$ cat src/rtl/updown_mod_counter.sv
// Up/down modulo counter with wrap or saturate at the bounds, terminal-count and load-error pulses.
// Optional Gray-coded output is enabled by defining UDC_GRAY_OUT_EN.
module updown_mod_counter #(
   parameter int WIDTH    = 4,
   parameter int MODULUS  = 16,
   parameter int SAT_MODE = 0
) (
   input  logic             clk,
   input  logic             rst_n,
   input  logic             en,
   input  logic             dir,
   input  logic             sync_clr,
   input  logic             load,
   input  logic [WIDTH-1:0] load_val,
   output logic [WIDTH-1:0] count,
   output logic             y,
   output logic             tc,
   output logic             load_err
`ifdef UDC_GRAY_OUT_EN
   ,
   output logic [WIDTH-1:0] gray
`endif
);

   localparam logic [WIDTH-1:0] MAX_VAL = WIDTH'(MODULUS - 1);
   localparam logic [WIDTH-1:0] ONE_VAL = WIDTH'(1);
   // One extra bit so MODULUS == 2**WIDTH is representable.
   localparam logic [WIDTH:0]   MOD_EXT = (WIDTH + 1)'(MODULUS);
   localparam logic             SAT     = (SAT_MODE != 0);

   logic [WIDTH-1:0] count_q, count_d;
   logic             tc_q, tc_d;
   logic             load_err_q, load_err_d;
   logic             at_max, at_min, load_oor;

   assign at_max   = (count_q == MAX_VAL);
   assign at_min   = (count_q == '0);
   assign load_oor = ({1'b0, load_val} >= MOD_EXT);

   always_comb begin
      count_d    = count_q;
      tc_d       = 1'b0;
      load_err_d = 1'b0;
      if (sync_clr) begin
         count_d = '0;
      end else if (load) begin
         if (load_oor) begin
            count_d    = MAX_VAL;
            load_err_d = 1'b1;
         end else begin
            count_d = load_val;
         end
      end else if (en) begin
         if (!dir) begin
            if (at_max) begin
               // Saturated hold leaves count and tc untouched.
               if (!SAT) begin
                  count_d = '0;
                  tc_d    = 1'b1;
               end
            end else begin
               count_d = count_q + ONE_VAL;
               tc_d    = SAT && (count_q == (MAX_VAL - ONE_VAL));
            end
         end else begin
            if (at_min) begin
               if (!SAT) begin
                  count_d = MAX_VAL;
                  tc_d    = 1'b1;
               end
            end else begin
               count_d = count_q - ONE_VAL;
               tc_d    = SAT && (count_q == ONE_VAL);
            end
         end
      end
   end

   always_ff @(posedge clk or negedge rst_n) begin
      if (!rst_n) begin
         count_q    <= '0;
         tc_q       <= 1'b0;
         load_err_q <= 1'b0;
      end else begin
         count_q    <= count_d;
         tc_q       <= tc_d;
         load_err_q <= load_err_d;
      end
   end

   assign count    = count_q;
   assign y        = count_q[WIDTH-1];
   assign tc       = tc_q;
   assign load_err = load_err_q;

`ifdef UDC_GRAY_OUT_EN
   assign gray = count_q ^ (count_q >> 1);
`endif

endmodule
$ cat config.mk
export PLATFORM = sky130hd
export DESIGN_NAME = updown_mod_counter
export DESIGN_NICKNAME = d
export VERILOG_FILES = /design/src/rtl/updown_mod_counter.sv
export SDC_FILE = /design/constraint.sdc
export NUM_CORES = 1
export LEC_CHECK = 0
export CORE_AREA = 3 3 40 42
export CTS_CLUSTER_DIAMETER = 30
export DETAILED_ROUTE_END_ITERATION = 8
export DIE_AREA = 0 0 43 45
export HOLD_SLACK_MARGIN = 0.08
export MAX_ROUTING_LAYER = met4
export SLEW_MARGIN = 40
export SYNTH_ARGS = -nofsm -noshare
export SYNTH_HDL_FRONTEND = slang
export SYNTH_SLANG_ARGS = --single-unit
$ cat constraint.sdc
create_clock -name clk -period 1.6 [get_ports clk]
set_input_delay 0.48 -clock clk [delete_from_list [all_inputs] [get_ports clk]]
set_output_delay 0.48 -clock clk [all_outputs]
set_load 0.1 [all_outputs]
**Word level (Yosys, flattened, before mapping)**

Index checks and enable logic that the tools add are counted.

- Input port bits: 10
- Bits in registers: 5
- Output and inout bits: 7
- Word-level logic and storage cells: 19

- Add/sub/neg operators: 2
- Multiplexer cells: 12
- Eq/ne operators: 1
- Reduce and logical (&&, ||, !) cells: 2

Operator list:

| cell | number |
|---|---|
| 2-to-1 mux 4 bit | 6 |
| 2-to-1 mux 1 bit | 6 |
| adder 4 x 1 -> 4 bit, second input constant | 1 |
| == test 4 bit, second input constant | 1 |
| zero test 4 bit | 1 |
| subtractor 4 x 1 -> 4 bit, second input constant | 1 |
| nonzero test 3 bit | 1 |

**Longest topological paths before layout**

Gate-level depths: netlist (run 1).

- Depth after elaboration: 6
- Depth in mapped cells: 6
- Mapped depth without buffers: 6

**Least setup slack after synthesis (run 1)**

Ideal clock, no wire load.

- Kind: register to register
- Start point: reg count_q[2] (netlist: count[2])
- End point: reg count_q[3] (netlist: count[3])
- Required time: 1.506 ns
- Period minus slack after synthesis: 2.164 ns
- Library setup time: 0.094 ns
- Cell stages (with the launch flop): 6
- Path slack: -0.564 ns
- Arrival: 2.071 ns
- Buffers on the path: 1
- Path through: dfrtp_1 -> clkbuf_2 -> nor2b_1 -> a31oi_1 -> a221o_1 -> a221oi_2

- Word-level cells in the longest chain between the ends: 6
- Elaborated cells on any way between the ends: 10
- Those cells by class: add/sub (2); eq/ne (1); mux (6); reduce/logical (1)

RTL lines:

| item | line | RTL |
|---|---|---|
| from (decl) | 31 | `logic [WIDTH-1:0] count_q, count_d;` |
| from (signal assigned) | 85 | `count_q <= count_d;` |
| adder 4 x 1 -> 4 bit (tied with other cells) | 62 | `count_d = count_q + ONE_VAL;` |
| 2-to-1 mux 4 bit (on tied branches) | 55, 66 |  |
| 2-to-1 mux 4 bit (*) | 54 | `if (!dir) begin` |
| 2-to-1 mux 4 bit (*) | 53 | `end else if (en) begin` |
| 2-to-1 mux 4 bit (*) | 46 | `end else if (load) begin` |
| 2-to-1 mux 4 bit (*) | 44 | `if (sync_clr) begin` |

Mark *: on every way between the ends. The rest lies on a longest branch, timed or not. The select of a mux whose other input is x is not followed.
A chain may end at the register's enable or synchronous reset.

**Final worst setup path (run 1)**

- Start point: reg count_q[0] (netlist: count[0])
- End point: reg count_q[3] (netlist: count[3])

The elaborated chain is that of the path after synthesis.

==> metrics.md, run 1 <==
| Metric | Value |
|---|---|
| Routed WL per cell | `11.1 um` |
| Placed inst area | `718 um^2` |
| Setup Skew | `0.00126 ns` |
| Core ar. | `1280 um^2` |
| Critical path's top delay family | `compound AO/OA/AOI/OAI gates` |
| Non-filler cells in the finished layout | `91` |
| Diode count | `0` |
| # nets final | `89` |
| Via count of the first global-routing pass | `430` |
| Crit path DAT | `1.76 ns` |
| Number of remaining DRC errors | `0` |
| Seq/Total Area, Yosys | `31.0%` |
| Initial antenna violation count | `0` |
| Clk Tree Root Cell | `clkbuf_4` |
| Count of pins over their slew limit | `0` |
| Clock sink count | `5` |
| Maximum fanout along the worst path | `4` |
| Synth area leader | `dfrtp_1` |
| Clock transition at path regs | `0.04 ns` |
| Pre-CTS setup slack | `-0.293 ns` |
| Layout cells sized above 1 | `42.1%` |
| Slowest-stage cell, CP | `dfrtp_4` |
| Crit-path cells | `or2_0, a211o_1, a221o_1, a221oi_2` |
| Die Area | `1940 um^2` |
| Total wire length | `1.01 mm` |
| CP Capture Type | `flop` |
| Unrepaired setup endpoints after global routing | `yes` |
| Hold_ws | `0.463 ns` |
| First-pass iteration count of the detailed router | `4` |
| CTS Buffer Depth | `2` |
| #FFs+latches synth | `5` |
| Hold Crit Class | `in -> async` |
| Gr ovfl total | `0` |
| Min cycle time layout | `1.61 ns` |
| Port Buffers | `15` |
| Post-route cell area | `763 um^2` |
| Initial core utilization | `31.5%` |
| Routed Antenna Nets | `0` |
| Overall power | `0.567 mW` |
| Via count | `433` |
| Dpl cells | `87` |
| Fin crit share | `100%` |
| Gr busiest metal | `met2` |
| Share of the synthesized area in the top cell type | `31.0%` |
| P_leak | `0.328 nW` |
| H-tree depth | `1` |
| Synth warnings | `0` |
| Synthesized area | `404 um^2` |
| Die Span X | `43 um` |
| Met3 Usage GRT | `5.18%` |
| Status | `finished with violations` |
| Largest net degree at the start of global routing | `9` |
| Layout Utilization | `59.4%` |
| VDD IR max | `0.000333 V` |
| Mean Syn Cell Area | `8.25 um^2` |
| Skew-Pair Late Insertion Delay | `0.24 ns` |
| Setup ws final | `-0.00758 ns` |
| First-pass GRT wire length | `1.74 mm` |
| Placer congestion estimate | `0.819` |
| Post-detail-place hpwl | `847 um` |
| Fmax | `622 MHz` |
| Rows | `13` |
| Syn Inst Count | `49` |
| Met1 GRT Util | `13.4%` |
| Max-cap viol count | `0` |
| Setup crit start kind | `flop` |
| P&R area growth vs syn | `88.9%` |
| Vias per cell | `4.76` |
| # IOs | `17` |
| Setup CP Type | `reg -> reg` |
| Post-Syn Nets | `61` |
| Met2 usage | `21.0%` |
| Pwr dens | `743 nW/um^2` |
| WP data required | `1.75 ns` |
| Fin Setup TNS | `-0.00758 ns` |
| Distinct cells, synth | `26` |
| Synth top area cells | `dfrtp_1 31%, a21oi_1 6.2%, ha_1 6.2%` |
| CTS tree | `yes` |
| # setup viols final | `1` |
| Bufs and invs on worst path | `0` |
| Violated checks | `setup timing` |
| Largest stage delay, worst path | `0.49 ns` |
| TritonCTS Buffers | `3` |
| Gr usage total | `12.4%` |
| Die height | `45 um` |
| DRT iter0 DRCs | `1` |
| Fin. Hold Viols | `0` |
## state kept, by name, indices dropped and copies added (netlist names)
name   cells
tc         1
count      4
## kinds of logic after synthesis
logic type	Yosys count	synth area share [%]
adders and majority gates	2	6.19
buffers and inverters	10	12.4
DFF	5	31.0
xor gates and xnor gates	2	4.34
AOI/OAI and AO/OA	16	29.1
other	1	0.928
and+or+nand+nor	13	16.1
## synthesized netlist by cell type
cell type  instances
ha_1               2
a311o_1            1
nand3_1            1
xnor2_1            2
and2_1             1
nor2_1             5
a211o_1            1
a2111oi_0          1
o21a_1             1
a221o_1            1
a221oi_2           1
a211oi_1           1
a31o_1             1
nor2b_1            2
o21ai_0            1
or2_0              1
nand2_1            2
inv_1              6
dfrtp_1            5
o21ai_1            1
clkbuf_2           1
a31oi_1            1
a21oi_1            5
conb_1             1
nor4b_1            1
buf_4              3
## power by group
| group | switching, mW | internal (mW) | leakage (nW) |
|---|---|---|---|
| sequential | 0.0113 | 0.140 | 0.0598 |
| clock | 0.0509 | 0.0942 | 0.0150 |
| combinational | 0.152 | 0.119 | 0.254 |
## worst paths after layout
| kind | from | cells past startpoint | slack [ns] | endpoint |
|---|---|---|---|---|
| worst min register to register | count[2] | 3 | 0.83 | count[2] |
| max in group asynchronous | rst_n | 1 | 0.92 | count[1] |
| worst max register to register | count[0] | 4 | -0.008 | count[3] |
| worst max-delay path | count[0] | 4 | -0.008 | count[3] |
| min in group clk | dir | 3 | 0.77 | count[3] |
| worst min-delay path | rst_n | 1 | 0.46 | count[3] |
## layout make-up
class / count / area [um^2]
multi-input cells: 34 / 256
clock buffers: 4 / 26.3
fillers: 119 / 522
repair buffers: 27 / 299
well taps: 15 / 18.8
inverters: 6 / 22.5
flip-flops and latches: 5 / 140
## routing by layer
| metal | share of wire (%) | routed length [um] |
|---|---|---|
| met3 | 7.2 | 73 |
| met1 | 47 | 473 |
| met4 | 0 | 0 |
| met5 | 0 | 0 |
| met2 | 46 | 462 |
## cell usage in the layout, fill, tap and decap left out, types with 2 or more instances in the layout
cell type,Yosys,routed
clkdlybuf4s50_1,0,8
inv_2,0,2
a21oi_1,5,4
nor2_1,5,5
dfrtp_4,0,4
inv_1,6,4
buf_4,3,12
clkbuf_4,0,3
nand2_1,2,2
xnor2_1,2,2
buf_12,0,6
## what timing repair did
item,4_1_cts,5_1_grt
cloned,0,0
endpoints found under the setup margin,3,3
gates resized for setup,4,2
hold buffers,0,0
buffers inserted,0,0
pin swaps,3,2
## worst register-to-register path, stage by stage, from the launching register on
cell	delay, ns
dfrtp_4	0.49
or2_0	0.23
a211o_1	0.29
a221o_1	0.30
a221oi_2	0.20
(Power assumes the default switching activity.)
==> run 2: changes to the inputs <==
--- a/config.mk
+++ b/config.mk
@@ -5,6 +5,7 @@
 export SDC_FILE = /design/constraint.sdc
 export NUM_CORES = 1
 export LEC_CHECK = 0
+export ABC_CLOCK_PERIOD_IN_PS = 1600
 export CORE_AREA = 3 3 40 42
 export CTS_CLUSTER_DIAMETER = 30
 export DETAILED_ROUTE_END_ITERATION = 8
==> results of run 2 <==
No change in the layout: final DEF, timing and power equal those of run 1.
